<file path="config.mk">
export PLATFORM = sky130hd
export DESIGN_NAME = sap_control_sequencer
export DESIGN_NICKNAME = d
export VERILOG_FILES = /design/src/rtl/sap_pkg.sv /design/src/rtl/sap_microcode_rom.sv /design/src/rtl/sap_control_sequencer.sv
export SDC_FILE = /design/constraint.sdc
export NUM_CORES = 1
export LEC_CHECK = 0
export ABC_AREA = 1
export BUFFER_PORTS_ARGS = -buffer_cell sky130_fd_sc_hd__clkbuf_2
export CAP_MARGIN = 30
export CORE_MARGIN = 5
export CORE_UTILIZATION = 52
export CTS_BUF_LIST = sky130_fd_sc_hd__clkbuf_8 sky130_fd_sc_hd__clkbuf_16
export DETAILED_ROUTE_END_ITERATION = 6
export PLACE_DENSITY = 0.79
export SYNTH_ARGS = -nofsm -noshare
export SYNTH_HDL_FRONTEND = slang
export SYNTH_SLANG_ARGS = --single-unit
</file>
<file path="constraint.sdc">
create_clock -name clk -period 2.4 [get_ports clk]
set_clock_uncertainty 0.05 [all_clocks]
set_input_delay 0.48 -clock clk [delete_from_list [all_inputs] [get_ports clk]]
set_output_delay 0.48 -clock clk [all_outputs]
set_load 0.02 [all_outputs]
</file>
<file path="src/rtl/sap_pkg.sv">
// sap_pkg: shared definitions for the SAP control sequencer.
//   - opcode values OP_HLT..OP_JZ (low four opcode bits)
//   - bit positions SIG_* of each signal in the 15-bit control word
//     (a trailing _N marks an active-low signal)
//   - CTRL_IDLE, the word with every signal deasserted
//   - stage encodings ST_T0..ST_T5, ST_RESET, ST_HALT
//   - sig_on(): asserts one signal in a control word, whatever its polarity
package sap_pkg;

  localparam logic [3:0] OP_HLT = 4'd0;
  localparam logic [3:0] OP_NOP = 4'd1;
  localparam logic [3:0] OP_ADD = 4'd2;
  localparam logic [3:0] OP_SUB = 4'd3;
  localparam logic [3:0] OP_LDA = 4'd4;
  localparam logic [3:0] OP_OUT = 4'd5;
  localparam logic [3:0] OP_STA = 4'd6;
  localparam logic [3:0] OP_JMP = 4'd7;
  localparam logic [3:0] OP_JC  = 4'd8;
  localparam logic [3:0] OP_JZ  = 4'd9;

  localparam logic [3:0] SIG_C_P    = 4'd14;
  localparam logic [3:0] SIG_E_P    = 4'd13;
  localparam logic [3:0] SIG_L_P    = 4'd12;
  localparam logic [3:0] SIG_L_MA_N = 4'd11;
  localparam logic [3:0] SIG_L_MD_N = 4'd10;
  localparam logic [3:0] SIG_CE_N   = 4'd9;
  localparam logic [3:0] SIG_L_R_N  = 4'd8;
  localparam logic [3:0] SIG_L_I_N  = 4'd7;
  localparam logic [3:0] SIG_E_I_N  = 4'd6;
  localparam logic [3:0] SIG_L_A_N  = 4'd5;
  localparam logic [3:0] SIG_E_A    = 4'd4;
  localparam logic [3:0] SIG_S_U    = 4'd3;
  localparam logic [3:0] SIG_E_U    = 4'd2;
  localparam logic [3:0] SIG_L_B_N  = 4'd1;
  localparam logic [3:0] SIG_L_O_N  = 4'd0;

  // Active-low signals sit at 1, active-high signals at 0.
  localparam logic [14:0] CTRL_IDLE = 15'h0FE3;

  typedef enum logic [2:0] {
    ST_T0    = 3'd0,
    ST_T1    = 3'd1,
    ST_T2    = 3'd2,
    ST_T3    = 3'd3,
    ST_T4    = 3'd4,
    ST_T5    = 3'd5,
    ST_RESET = 3'd6,
    ST_HALT  = 3'd7
  } stage_t;

  // Asserting a signal means driving it to the opposite of its idle level.
  function automatic logic [14:0] sig_on(input logic [14:0] w, input logic [3:0] idx);
    logic [14:0] r;
    r      = w;
    r[idx] = ~CTRL_IDLE[idx];
    return r;
  endfunction

endpackage

</file>
<file path="src/rtl/sap_microcode_rom.sv">
// sap_microcode_rom: combinational microcode table.
// Ports:
//   stage      in   current micro-stage
//   opcode     in   IR opcode (OPCODE_W bits; any bit above [3:0] set = illegal)
//   flag_c     in   carry flag, selects the JC jump word in T3
//   flag_z     in   zero flag, selects the JZ jump word in T3
//   ctrl       out  control word for this stage (CTRL_IDLE outside T0-T5)
//   last_stage out  this stage completes the instruction
//   is_halt    out  T3 of HLT
//   is_illegal out  T3 of an illegal opcode
module sap_microcode_rom
  import sap_pkg::*;
#(
  parameter int OPCODE_W = 4
) (
  input  stage_t              stage,
  input  logic [OPCODE_W-1:0] opcode,
  input  logic                flag_c,
  input  logic                flag_z,
  output logic [14:0]         ctrl,
  output logic                last_stage,
  output logic                is_halt,
  output logic                is_illegal
);

  logic [OPCODE_W-1:0] op_hi;
  logic [3:0]          op_eff;
  logic [14:0]         jmp_word;
  logic [14:0]         mar_from_ir;

  // Illegal upper bits fold onto 4'hF, which falls into the illegal default.
  assign op_hi       = opcode >> 4;
  assign op_eff      = (|op_hi) ? 4'hF : opcode[3:0];
  assign jmp_word    = sig_on(sig_on(CTRL_IDLE, SIG_E_I_N), SIG_L_P);
  assign mar_from_ir = sig_on(sig_on(CTRL_IDLE, SIG_E_I_N), SIG_L_MA_N);

  always_comb begin
    ctrl       = CTRL_IDLE;
    last_stage = 1'b0;
    is_halt    = 1'b0;
    is_illegal = 1'b0;
    case (stage)
      ST_T0: ctrl = sig_on(sig_on(CTRL_IDLE, SIG_E_P), SIG_L_MA_N);
      ST_T1: ctrl = sig_on(CTRL_IDLE, SIG_C_P);
      ST_T2: ctrl = sig_on(sig_on(CTRL_IDLE, SIG_CE_N), SIG_L_I_N);
      ST_T3: begin
        last_stage = 1'b1;
        case (op_eff)
          OP_HLT: is_halt = 1'b1;
          OP_NOP: ctrl = CTRL_IDLE;
          OP_ADD, OP_SUB, OP_LDA, OP_STA: begin
            ctrl       = mar_from_ir;
            last_stage = 1'b0;
          end
          OP_OUT: ctrl = sig_on(sig_on(CTRL_IDLE, SIG_E_A), SIG_L_O_N);
          OP_JMP: ctrl = jmp_word;
          OP_JC:  ctrl = flag_c ? jmp_word : CTRL_IDLE;
          OP_JZ:  ctrl = flag_z ? jmp_word : CTRL_IDLE;
          default: is_illegal = 1'b1;
        endcase
      end
      ST_T4: begin
        // Opcodes that never reach T4 end the instruction here if the
        // opcode changes mid-flight, so the sequencer cannot get stuck.
        last_stage = 1'b1;
        case (op_eff)
          OP_ADD, OP_SUB: begin
            ctrl       = sig_on(sig_on(CTRL_IDLE, SIG_CE_N), SIG_L_B_N);
            last_stage = 1'b0;
          end
          OP_LDA: ctrl = sig_on(sig_on(CTRL_IDLE, SIG_CE_N), SIG_L_A_N);
          OP_STA: begin
            ctrl       = sig_on(sig_on(CTRL_IDLE, SIG_E_A), SIG_L_MD_N);
            last_stage = 1'b0;
          end
          default: ctrl = CTRL_IDLE;
        endcase
      end
      ST_T5: begin
        last_stage = 1'b1;
        case (op_eff)
          OP_ADD: ctrl = sig_on(sig_on(CTRL_IDLE, SIG_E_U), SIG_L_A_N);
          OP_SUB: ctrl = sig_on(sig_on(sig_on(CTRL_IDLE, SIG_E_U), SIG_L_A_N), SIG_S_U);
          OP_STA: ctrl = sig_on(CTRL_IDLE, SIG_L_R_N);
          default: ctrl = CTRL_IDLE;
        endcase
      end
      default: ctrl = CTRL_IDLE;
    endcase
  end

endmodule

</file>
<file path="src/rtl/sap_control_sequencer.sv">
// sap_control_sequencer: SAP fetch/execute stage sequencer.
// Ports:
//   clk, rst_n   clock (rising edge) and synchronous active-low reset
//   opcode       IR opcode, valid from T3 onward
//   flag_c/z     adder flags for JC/JZ
//   step_mode    1 = advance only on a step strobe
//   step         one-cycle advance strobe
//   resume       leave HALT (not subject to step gating)
//   ctrl         15-bit bus control word, idle whenever the stage does not advance
//   stage        0-5 = T0-T5, 6 = RESET, 7 = HALT (FSM state, exposed for debug)
//   halted       1 in HALT
//   illegal      1 during T3 of an illegal opcode
//   instr_count  retired instructions, wraps silently
// Handshake: ctrl is meaningful only in a cycle where advance is high; the
// stage register moves on the same rising edge that consumes that word.
module sap_control_sequencer
  import sap_pkg::*;
#(
  parameter int OPCODE_W     = 4,
  parameter int COUNT_W      = 16,
  parameter int STEP_EN      = 1,
  parameter int ILLEGAL_HALT = 0
) (
  input  logic                clk,
  input  logic                rst_n,
  input  logic [OPCODE_W-1:0] opcode,
  input  logic                flag_c,
  input  logic                flag_z,
  input  logic                step_mode,
  input  logic                step,
  input  logic                resume,
  output logic [14:0]         ctrl,
  output logic [2:0]          stage,
  output logic                halted,
  output logic                illegal,
  output logic [COUNT_W-1:0]  instr_count
);

  stage_t             stage_q;
  stage_t             stage_d;
  logic [COUNT_W-1:0] count_q;
  logic               retire;
  logic               advance;
  logic [14:0]        rom_ctrl;
  logic               rom_last;
  logic               rom_halt;
  logic               rom_illegal;

  assign advance = !((STEP_EN != 0) && step_mode) || step;

  sap_microcode_rom #(
    .OPCODE_W (OPCODE_W)
  ) u_rom (
    .stage      (stage_q),
    .opcode     (opcode),
    .flag_c     (flag_c),
    .flag_z     (flag_z),
    .ctrl       (rom_ctrl),
    .last_stage (rom_last),
    .is_halt    (rom_halt),
    .is_illegal (rom_illegal)
  );

  // An instruction retires on the edge that leaves its last stage, including
  // HLT and an illegal opcode that halts.
  always_comb begin
    stage_d = stage_q;
    retire  = 1'b0;
    case (stage_q)
      ST_RESET: if (advance) stage_d = ST_T0;
      ST_HALT:  if (resume) stage_d = ST_T0;
      default: begin
        if (advance) begin
          if (rom_last) begin
            retire  = 1'b1;
            stage_d = (rom_halt || ((ILLEGAL_HALT != 0) && rom_illegal)) ? ST_HALT : ST_T0;
          end else begin
            stage_d = stage_t'(stage_q + 3'd1);
          end
        end
      end
    endcase
  end

  always_ff @(posedge clk) begin
    if (!rst_n) begin
      stage_q <= ST_RESET;
      count_q <= '0;
    end else begin
      stage_q <= stage_d;
      if (retire) count_q <= count_q + {{(COUNT_W-1){1'b0}}, 1'b1};
    end
  end

  // The ROM already yields CTRL_IDLE in RESET and HALT.
  assign ctrl        = advance ? rom_ctrl : CTRL_IDLE;
  assign stage       = stage_q;
  assign halted      = (stage_q == ST_HALT);
  assign illegal     = rom_illegal;
  assign instr_count = count_q;

endmodule

</file>
==> qor.csv <==
metric,value,unit
wire per inst,11.59,µm
Num CTS Buffers,3,
GR Util All Layers,19.27,%
Antenna Nets Post-Route,0,
"Period Utilization, post-route",94.68,%
Syn. warnings,0,
ys async rst share,0,%
vias per cell,5.154,
Initial Util,53.35,%
CTS tree,yes,
"Slew Viols, Final",0,
worst hold stages,3,
Yosys reg bits,19,
leakage,0.8832,nW
share of cells above drive strength 1,30.61,%
CP Depth,7,
port buffer count,46,
M2 GR Usage,31.79,%
"Cell Area, Synth",0.001615,mm²
cell internal pwr,0.0007921,W
CP Max Fanout,6,
CP max stage cell,dfxtp_4,
routing usage on met3,2.222,%
initial antenna violation count,0,
1st-iter DRT viols,69,
Syn Nets,263,
Initial DRT Pass Iterations,4,
Post-CTS Hold Buffers,0,
syn_area_per_cell,6.593,µm²
top_reg_cell synth,dfxtp_1,
crit path cell chain,ha_1 -> ha_4 -> inv_2 -> nand3_1 -> nor2_2 -> nand4_1 -> clkbuf_2,
grt total ovfl,0,
MaxCap Viol Count,0,
post-synthesis sequential area ratio,23.55,%
area of the core,0.003028,mm²
top-level I/O count,47,
CP required,1.87,ns
clock share of power,13.7,%
WS Path Type,flip-flop to primary output,
Worst Tran Pin Value,0.6511,ns
clk root buf,clkbuf_8,
die extent in x,65.74,µm
cell count of the worst reg-to-reg path,10,
total setup buffers inserted after CTS,0,
Routed WL,3.916,mm
setup_tns,0,ns
WP data arrival,1.74,ns
synth unique cells,31,
clock latency on the worst-skew pair,0.25,ns
area delta synth->final,21.77,%
nets,313,
Die H,65.74,µm
number of synthesized flops with an enable pin,0,
Seq pwr share,24.9,%
endpoint class of the critical path,primary output,
# clock sinks,19,
pin count of the biggest net entering global routing,19,
HP Class,primary input to flip-flop,
DR vias,1742,
outcome,"complete, no violations",
post-layout min period,2.272,ns
Layout fillers,294,
deepest clock path buffer count,2,
Peak VDD IR,445.5,µV
Top delay family on crit path,adder cells,
gpl congestion,0.9116,
die area,0.004321,mm²
final core occ,64.96,%
sw power,0.0007922,W
Slew HR,56.54,%
clk slew on worst S/H paths,0.07,ns
Startpoint Class,flip-flop,
Comb power frac,61.4,%
final hold violations,0,
Synth top area share,23.55,%
fmax,440.1,MHz
met1 Use GR,25.42,%
CP Buf/Inv Count,2,
Setup Viol. Count Final,0,
"top cells by area, synth","dfxtp_1 (24%), nand2_1 (13%), nand3_1 (9.0%), inv_1 (7.0%), ha_1 (5.4%)",
first-pass GRT wire length,6.762,mm
grt peak-use layer,met2,
Yosys top cell by area,dfxtp_1,
RSZ-0062 raised after global routing,no,
H-tree depth,1,
worst stage delay on the critical path,0.37,ns
Antenna Cells,0,
switching share of power,50.01,%
Cell Rows,20,
drt drc,0,
HPWL Detailed,3.024,mm
vias in the first global route,1574,
Post-Syn Instances,245,
pwr dens,805.5,mW/mm²
[cell usage in the layout, fill, tap and decap left out, types with 2 or more instances in the layout]
cell      synthesis  routed
nand2_1          57      57
inv_1            30      30
a21oi_2           8       8
clkbuf_2          1      46
nor2_4            2       2
xnor2_1           5       5
nor3_1            6       6
a21oi_1          11      11
nand2_2          11      11
buf_4             0       2
nand3_1          29      29
ha_1              7       5
clkbuf_8          0       3
nor2_2            2       3
inv_2             1       2
nand4_1           8       8
dfxtp_1          19      17
nand3_2           2       2
nor2_1           22      21
xor2_1            4       4
o21ai_0           7       7
[cells by family after synthesis]
group	count (synthesis)	share of synthesized area, %
XOR/XNOR	9	4.880
AO/OA/AOI/OAI	30	11.85
buffers and inverters	35	9.372
AND/OR/NAND/NOR	145	44.93
flip-flops	19	23.55
adder cells (fa/ha/maj)	7	5.422
[area by class of cell]
cell class / instances / area (µm²) / area share (%)
sequential: 19 / 385.4 / 19.59
inverter: 32 / 122.6 / 6.234
multi-input combinational: 191 / 1114 / 56.62
tap: 44 / 55.05 / 2.799
clock inverter: 1 / 3.754 / 0.1908
timing repair buffer: 48 / 245.2 / 12.47
clock buffer: 3 / 41.29 / 2.099
[metrics by stage]
stage	instance area, µm²	instances	power, W	hold slack, ns	worst slack [ns]
after detailed placement	1887	334	0.001334	0.4323	0.1690
after global routing	1967	338	0.001711	0.4471	0.02291
after global placement	1887	334	0.001323	0.4226	0.2622
after floorplan	1615	245	0.001091	0.5029	0.1165
final	1967	338	0.001584	0.4272	0.1276
after CTS	1938	338	0.001561	0.4231	0.01146
[flip-flops by register name, summed over array words and instances (netlist names)]
signal	flops
stage	3
instr_count	16
[cells in the mapped netlist (2+ instances only)]
library cell and count:
o21ai_0 7, nor2_2 2, inv_1 30, nand3_2 2, a21oi_1 11, nand2_1 57, xor2_1 4, xnor2_1 5
dfxtp_1 19, nand4_1 8, nor3_1 6, nor2_1 22, nand3_1 29, nor4_1 2, nor2_4 2, nand2_2 11
a21oi_2 8, ha_1 7
[worst register-to-register path: stages, from the launching register on]
cell	delay, ns
dfxtp_4	0.37
inv_1	0.07
ha_1	0.25
nand2_1	0.10
inv_1	0.20
nand3_2	0.15
nand3_4	0.15
nand2_8	0.15
inv_4	0.15
nand2_1	0.07
a21oi_1	0.12
[power by group through the flow]
stage	logic (W)	registers, W	clock network [W]
floorplan	0.000651	0.000441	0
global placement	0.000931	0.000392	0
detailed placement	0.000938	0.000396	0
CTS	0.000946	0.000392	0.000223
global route	0.00107	0.000402	0.000239
finish	0.000972	0.000394	0.000217
[metal layers]
layer  vias up  routed length (µm)
met1       781                1712
met5         -                   0
met3         5                 248
met4         0                  46
met2        53                1908
li1        903                   -
[worst paths after layout]
path	start	end	slack (ns)
max	stage[0]	ctrl[8]	0.13
min	rst_n	instr_count[0]	0.43
max reg2reg	stage[0]	instr_count[14]	0.49
min reg2reg	instr_count[14]	instr_count[14]	0.45
[timing repair]
item / 4_1_cts / 5_1_grt
pin swaps: 0 / 0
endpoints found under the hold margin: 0 / 0
resized for setup: 4 / 7
endpoints found under the setup margin: 7 / 9
Power figures use the tool's default switching activity.
